[config.mk]
export PLATFORM = sky130hd
export DESIGN_NAME = fifo
export DESIGN_NICKNAME = d
export VERILOG_FILES = /design/src/rtl/fifo.sv
export SDC_FILE = /design/constraint.sdc
export NUM_CORES = 1
export LEC_CHECK = 0
export BUFFER_PORTS_ARGS = -buffer_cell sky130_fd_sc_hd__buf_4
export CORE_ASPECT_RATIO = 0.75
export CORE_UTILIZATION = 30
export DETAILED_ROUTE_END_ITERATION = 7
export PLACE_DENSITY = 0.56
export SETUP_SLACK_MARGIN = 0.3
export SYNTH_ARGS = -nofsm -noshare
export SYNTH_HDL_FRONTEND = slang
export SYNTH_SLANG_ARGS = --single-unit
export TNS_END_PERCENT = 5
[constraint.sdc]
create_clock -name clk -period 5.1 [get_ports clk]
set_input_delay 1.275 -clock clk [delete_from_list [all_inputs] [get_ports clk]]
set_output_delay 1.275 -clock clk [all_outputs]
set_load 0.005 [all_outputs]
[src/rtl/fifo.sv]
// Single-clock first-word-fall-through FIFO with full/empty flags.
// DEPTH may be any integer >= 1; pointers wrap explicitly rather than by overflow.
module fifo #(
  parameter int WIDTH = 32,
  parameter int DEPTH = 4
) (
  input  logic             clk,
  input  logic             reset,
  input  logic             w_valid,
  input  logic             r_ready,
  input  logic [WIDTH-1:0] data_in,
  output logic [WIDTH-1:0] data_out,
  output logic             fifo_full,
  output logic             fifo_empty
);

  localparam int PW = (DEPTH > 1) ? $clog2(DEPTH) : 1;
  localparam int CW = $clog2(DEPTH + 1);
  localparam logic [PW-1:0] LAST_PTR = PW'(DEPTH - 1);
  localparam logic [CW-1:0] FULL_CNT = CW'(DEPTH);

  logic [WIDTH-1:0] r_mem [DEPTH];
  logic [PW-1:0]    r_wr_ptr;
  logic [PW-1:0]    r_rd_ptr;
  logic [CW-1:0]    r_count;
  logic             w_push;
  logic             w_pop;

  // Handshake: a push transfers on any rising edge where w_valid=1 and fifo_full=0;
  // a pop transfers where r_ready=1 and fifo_empty=0. Both use the flags as they stood
  // before the edge, so a full FIFO never accepts a write even while it is being read.
  assign fifo_full  = (r_count == FULL_CNT);
  assign fifo_empty = (r_count == '0);
  assign w_push     = w_valid && !fifo_full;
  assign w_pop      = r_ready && !fifo_empty;
  assign data_out   = fifo_empty ? '0 : r_mem[r_rd_ptr];

  function automatic logic [PW-1:0] next_ptr(input logic [PW-1:0] ptr);
    return (ptr == LAST_PTR) ? '0 : ptr + 1'b1;
  endfunction

  always_ff @(posedge clk or negedge reset) begin
    if (!reset) begin
      r_wr_ptr <= '0;
      r_rd_ptr <= '0;
      r_count  <= '0;
      for (int i = 0; i < DEPTH; i++) begin
        r_mem[i] <= '0;
      end
    end else begin
      if (w_push) begin
        r_mem[r_wr_ptr] <= data_in;
        r_wr_ptr        <= next_ptr(r_wr_ptr);
      end
      if (w_pop) begin
        r_rd_ptr <= next_ptr(r_rd_ptr);
      end
      case ({w_push, w_pop})
        2'b10:   r_count <= r_count + 1'b1;
        2'b01:   r_count <= r_count - 1'b1;
        default: r_count <= r_count;
      endcase
    end
  end

endmodule

# After elaboration in Yosys (flattened, before gate mapping)
# Cells that the tools add are included.
[word_totals] regBits=135 in_bits=36 out_inout_bits=34 elab_cells=38
[classes] addsub=4 magnitude_cmp=3 n_eq_ne=5 muxes=10 n_bitwise=2 n_reduce_logical=7
[op_table] operator="128-bit bitwise mux" count=1
[op_table] operator="32-bit 2-to-1 mux" count=4
[op_table] operator="32-bit binary-select mux with 2-bit select" count=1
[op_table] operator="32-bit demux with 2-bit select" count=1
[op_table] operator="2-bit == test (second input constant)" count=3
[op_table] operator="3-bit greater-or-equal comparator (second input constant)" count=2
[op_table] operator="2-bit NOT with 3-bit output" count=2
[op_table] operator="3-bit case mux with 2 select lines" count=1
[op_table] operator="2-bit by 1-bit adder with 2-bit output (second input constant)" count=2
[op_table] operator="2-bit 2-to-1 mux" count=2
[op_table] operator="3-bit by 1-bit adder with 3-bit output (second input constant)" count=1
[op_table] operator="3-bit == test (second input constant)" count=1
[op_table] operator="1-bit logical AND" count=3
[op_table] operator="3-bit logical NOT" count=1
[op_table] operator="3-bit by 1-bit less-than comparator with 1-bit output (second input constant)" count=1
[op_table] operator="3-bit by 1-bit subtractor with 3-bit output (second input constant)" count=1
[op_table] operator="2-bit by 1-bit == test with 1-bit output (second input constant)" count=1
[op_table] operator="1-bit logical NOT" count=2
[op_table] operator="2-bit nonzero test" count=1

# Logic depth before layout (Yosys ltp)
[depth] depth_word=6 mapped_depth=8 depth_no_buf=8

# Least setup slack after synthesis
# Ideal clock, no wire load.
[synth_timing] path_kind="reg2out" start="register r_rd_ptr[0]" end="output port data_out[18]" arrival_ns=1.458 required_ns=3.825 setup_slack_ns=2.367 stages_incl_launch_ff=5 path_cell_list="dfrtp_1 buf_2 buf_2 mux4_2 nor2b_1"
[synth_via] elab_chain_len=5
[synth_lines] element="start, declared" line="24" rtl="logic [PW-1:0] r_rd_ptr;"
[synth_lines] element="start signal, assigned" line="56" rtl="r_rd_ptr <= next_ptr(r_rd_ptr);"
[synth_lines] element="2-bit NOT with 3-bit output (not written as such)" line="36" rtl="assign data_out = fifo_empty ? '0 : r_mem[r_rd_ptr];"
[synth_lines] element="32-bit binary-select mux with 2-bit select" line="36"
[synth_lines] element="32-bit 2-to-1 mux (not written as such) (2 in a row)" line="36"
[synth_lines] element="32-bit 2-to-1 mux" line="36"
[synth_lines] element="end, declared" line="12" rtl="output logic [WIDTH-1:0] data_out,"
# Every way passes these cells. The select of a mux whose other input is x is not followed.

# Worst setup path after layout
[layout_timing] start="register r_rd_ptr[0]" end="output port data_out[20]"
# Same word-level chain as after synthesis.

==> impl_metrics.toml <==
[outcome]
status = "complete, no violations"

[floorplanning]
core_area_sq_um = 20160
io-pin-count = 70
dieHeight_um = 126.1
rows = 45
start_util_pct = 30.57
die_w_um = 167.5
die_area_sq_um = 21120

[yosys]
yosysWarnings = 0
synth-seq-cells = 135
synth-main-ff-cell = "dfrtp_1"
netlist_area_sq_um = 6162
synth_most_common_cell = "dfrtp_1"
ys_seq_area_share_pct = 54.82
synth_nets = 428
yosysTopAreaCellShare_pct = 54.82
yosys-top-cells-area = "dfrtp_1 (55%), mux2_2 (24%), mux4_2 (12%)"
synth.avg_cell_area_sq_um = 16.01
yosys-top-cells-count = "dfrtp_1 (135), mux2_2 (132), nor2b_1 (33)"
synth_top_area_cell = "dfrtp_1"
async_flop_share_pct = 100.0
synth.distinct_cells = 18
synth_edf_count = 0
syn_inst = 385

[clock_tree]
cts_made_buffers = 17
clk_pin_slew_ns = 0.06
cts_setup_buffers = 0
cts_resized = 0
clockRootBuffer = "clkbuf_16"
clock_sinks = 135
clockBufferDepth = 2
clkLatencyLatePin_ns = 0.41
htree_levels = 4
cts_hold_repair.buffers = 0
tritoncts = "done"

[worst_setup_path]
start_kind = "register"
rr_worst_depth = 8
cp_max_fo = 29
criticalPathCategory = "register to output port"
rrSetupSlack_ns = 2.70
arrival_ns = 2.61
end_kind = "output port"
r2r-start = "r_count[0]$_DFFE_PN0P_"
r2r_end = "r_count[2]$_DFFE_PN0P_"
worstPathRequired_ns = 3.83

[drt]
drc = 0
dr.pass1.iters = 4
wl_per_cell_um = 18.42
postRouteWirelength_mm = 13.35
first_iter_violations = 125
antenna_left = 0
avgViaCountPerCell = 4.720
dr_total_vias = 3422

[global_routing]
antenna_found_initial = 0
first_global_vias = 3728
grt_pass1_wl_mm = 21.66
grt_max_degree = 102
track_usage_pct = 13.77
grt_overflow_total = 0

[finish]
filler_cell_count = 1908
nets = 500
antennaDiodeCount = 0
drive_gt1_share_pct = 59.10
finish.utilization_pct = 37.33
area_growth_pct = 22.11

[sta]
finalSetupTns_ns = 0
setup_viol = 0
final_max_slew_viol_count = 0
clock_skew_ns = 0.01091
relSlewSlack_pct = 31.45
tightest_slew_ns = 1.028
fin_crit_sh_pct = 76.17
rsz0062_at_grt = "no"
finalCriticalPeriod_ns = 3.885
hold_viol_final = 0
max_freq_mhz = 257.4

[worst_hold_path]
hold_path.class = "register to register"
hp-start = "r_mem[82]$_DFFE_PN0P_"
min_path_cells = 1
hold_end = "r_mem[82]$_DFFE_PN0P_"

[placement]
hpwl_mm = 8.389
gp_congestion = 0.6497
portBuffers = 69

[power_and_ir_drop]
leakagePower_nw = 3.165
ir_worst_vdd_v = 0.0002393
power.density_nw_per_um2 = 722.2

[job]
maxCapViolations = 0
==> per-stage QoR <==
stage                     hold slack [ns]  power, W  setup slack [ns]  cells  instance area, sq um
after floorplan                    0.4751  0.003447             2.367    385                  6162
after global placement             0.4834  0.004229             1.577    696                  6954
after detailed placement           0.4907  0.004319             1.565    696                  6954
after CTS                          0.5035  0.005531             1.121    725                  7525
after global routing               0.5170  0.005815            0.9568    725                  7525
final                              0.4989  0.005434             1.215    725                  7525
==> cell families (layout without fill, tap and decap cells) <==
family | after synthesis | after routing | synth area share, %
flops | 135 | 135 | 54.82
buf+inv | 28 | 110 | 2.640
mux | 165 | 165 | 35.98
fa+ha+maj | 7 | 7 | 1.543
xor+xnor | 3 | 3 | 0.4265
simple gates | 47 | 47 | 4.589
==> worst max-delay path, stage by stage, from the launching register on <==
cell     delay (ns)
dfrtp_2        1.04
buf_4          0.35
mux4_2         0.52
nor2b_1        0.14
buf_4          0.14
==> worst max-delay path by stage <==
stage | startpoint | to | slack (ns) | cells past startpoint
after floorplan | r_rd_ptr[0]$_DFFE_PN0P_ | data_out[18] | 2.37 | 4
after global placement | r_rd_ptr[0]$_DFFE_PN0P_ | data_out[20] | 1.58 | 4
after detailed placement | r_rd_ptr[0]$_DFFE_PN0P_ | data_out[20] | 1.56 | 4
after CTS | r_rd_ptr[0]$_DFFE_PN0P_ | data_out[20] | 1.12 | 4
after global routing | r_rd_ptr[0]$_DFFE_PN0P_ | data_out[12] | 0.96 | 4
final | r_rd_ptr[0]$_DFFE_PN0P_ | data_out[20] | 1.22 | 4
==> routing by layer <==
metal / up-vias / global-route usage (%) / part of all wire, %
met3: 6 / 4.274 / 4.2
met5: - / 0 / 0
met4: 0 / 3.832 / 0.75
met1: 1816 / 19.35 / 50
met2: 59 / 20.49 / 45
li1: 1541 / - / -
==> flip-flops by register name, summed over array words and instances (netlist names) <==
name / cells
r_count: 3
r_mem: 128
r_rd_ptr: 2
r_wr_ptr: 2
==> area by class of cell <==
type                       instances  area [sq um]  share of cell area [%]
clock buffer                      21         470.5                   6.252
clock inverter                     8         100.1                   1.330
inverter                           5         18.77                  0.2494
multi-input combinational        222          2658                   35.32
sequential                       135          3381                   44.93
tap                              258         322.8                   4.290
timing repair buffer              76         574.3                   7.632
==> power breakdown <==
group          leakage, nW  switching [W]  total [W]  internal [W]
logic                 1.30       0.000756    0.00221       0.00146
clock network        0.269       0.000437    0.00118      0.000748
registers             1.60       0.000411    0.00204       0.00163
==> placed cells by master, fill, tap and decap left out, drive strengths merged <==
cell type	synthesis	layout
nor2	7	7
inv	5	5
bufinv	0	2
buf	18	76
clkinvlp	0	4
ha	6	6
mux4	32	32
dfrtp	135	135
clkinv	0	2
nor3	1	1
xor2	2	2
nor3b	1	1
nand2b	1	1
nand2	4	4
mux2	132	132
mux2i	1	1
clkbuf	5	21
fa	1	1
xnor2	1	1
nor2b	33	33
No activity file was read; power rests on OpenSTA's default activity.
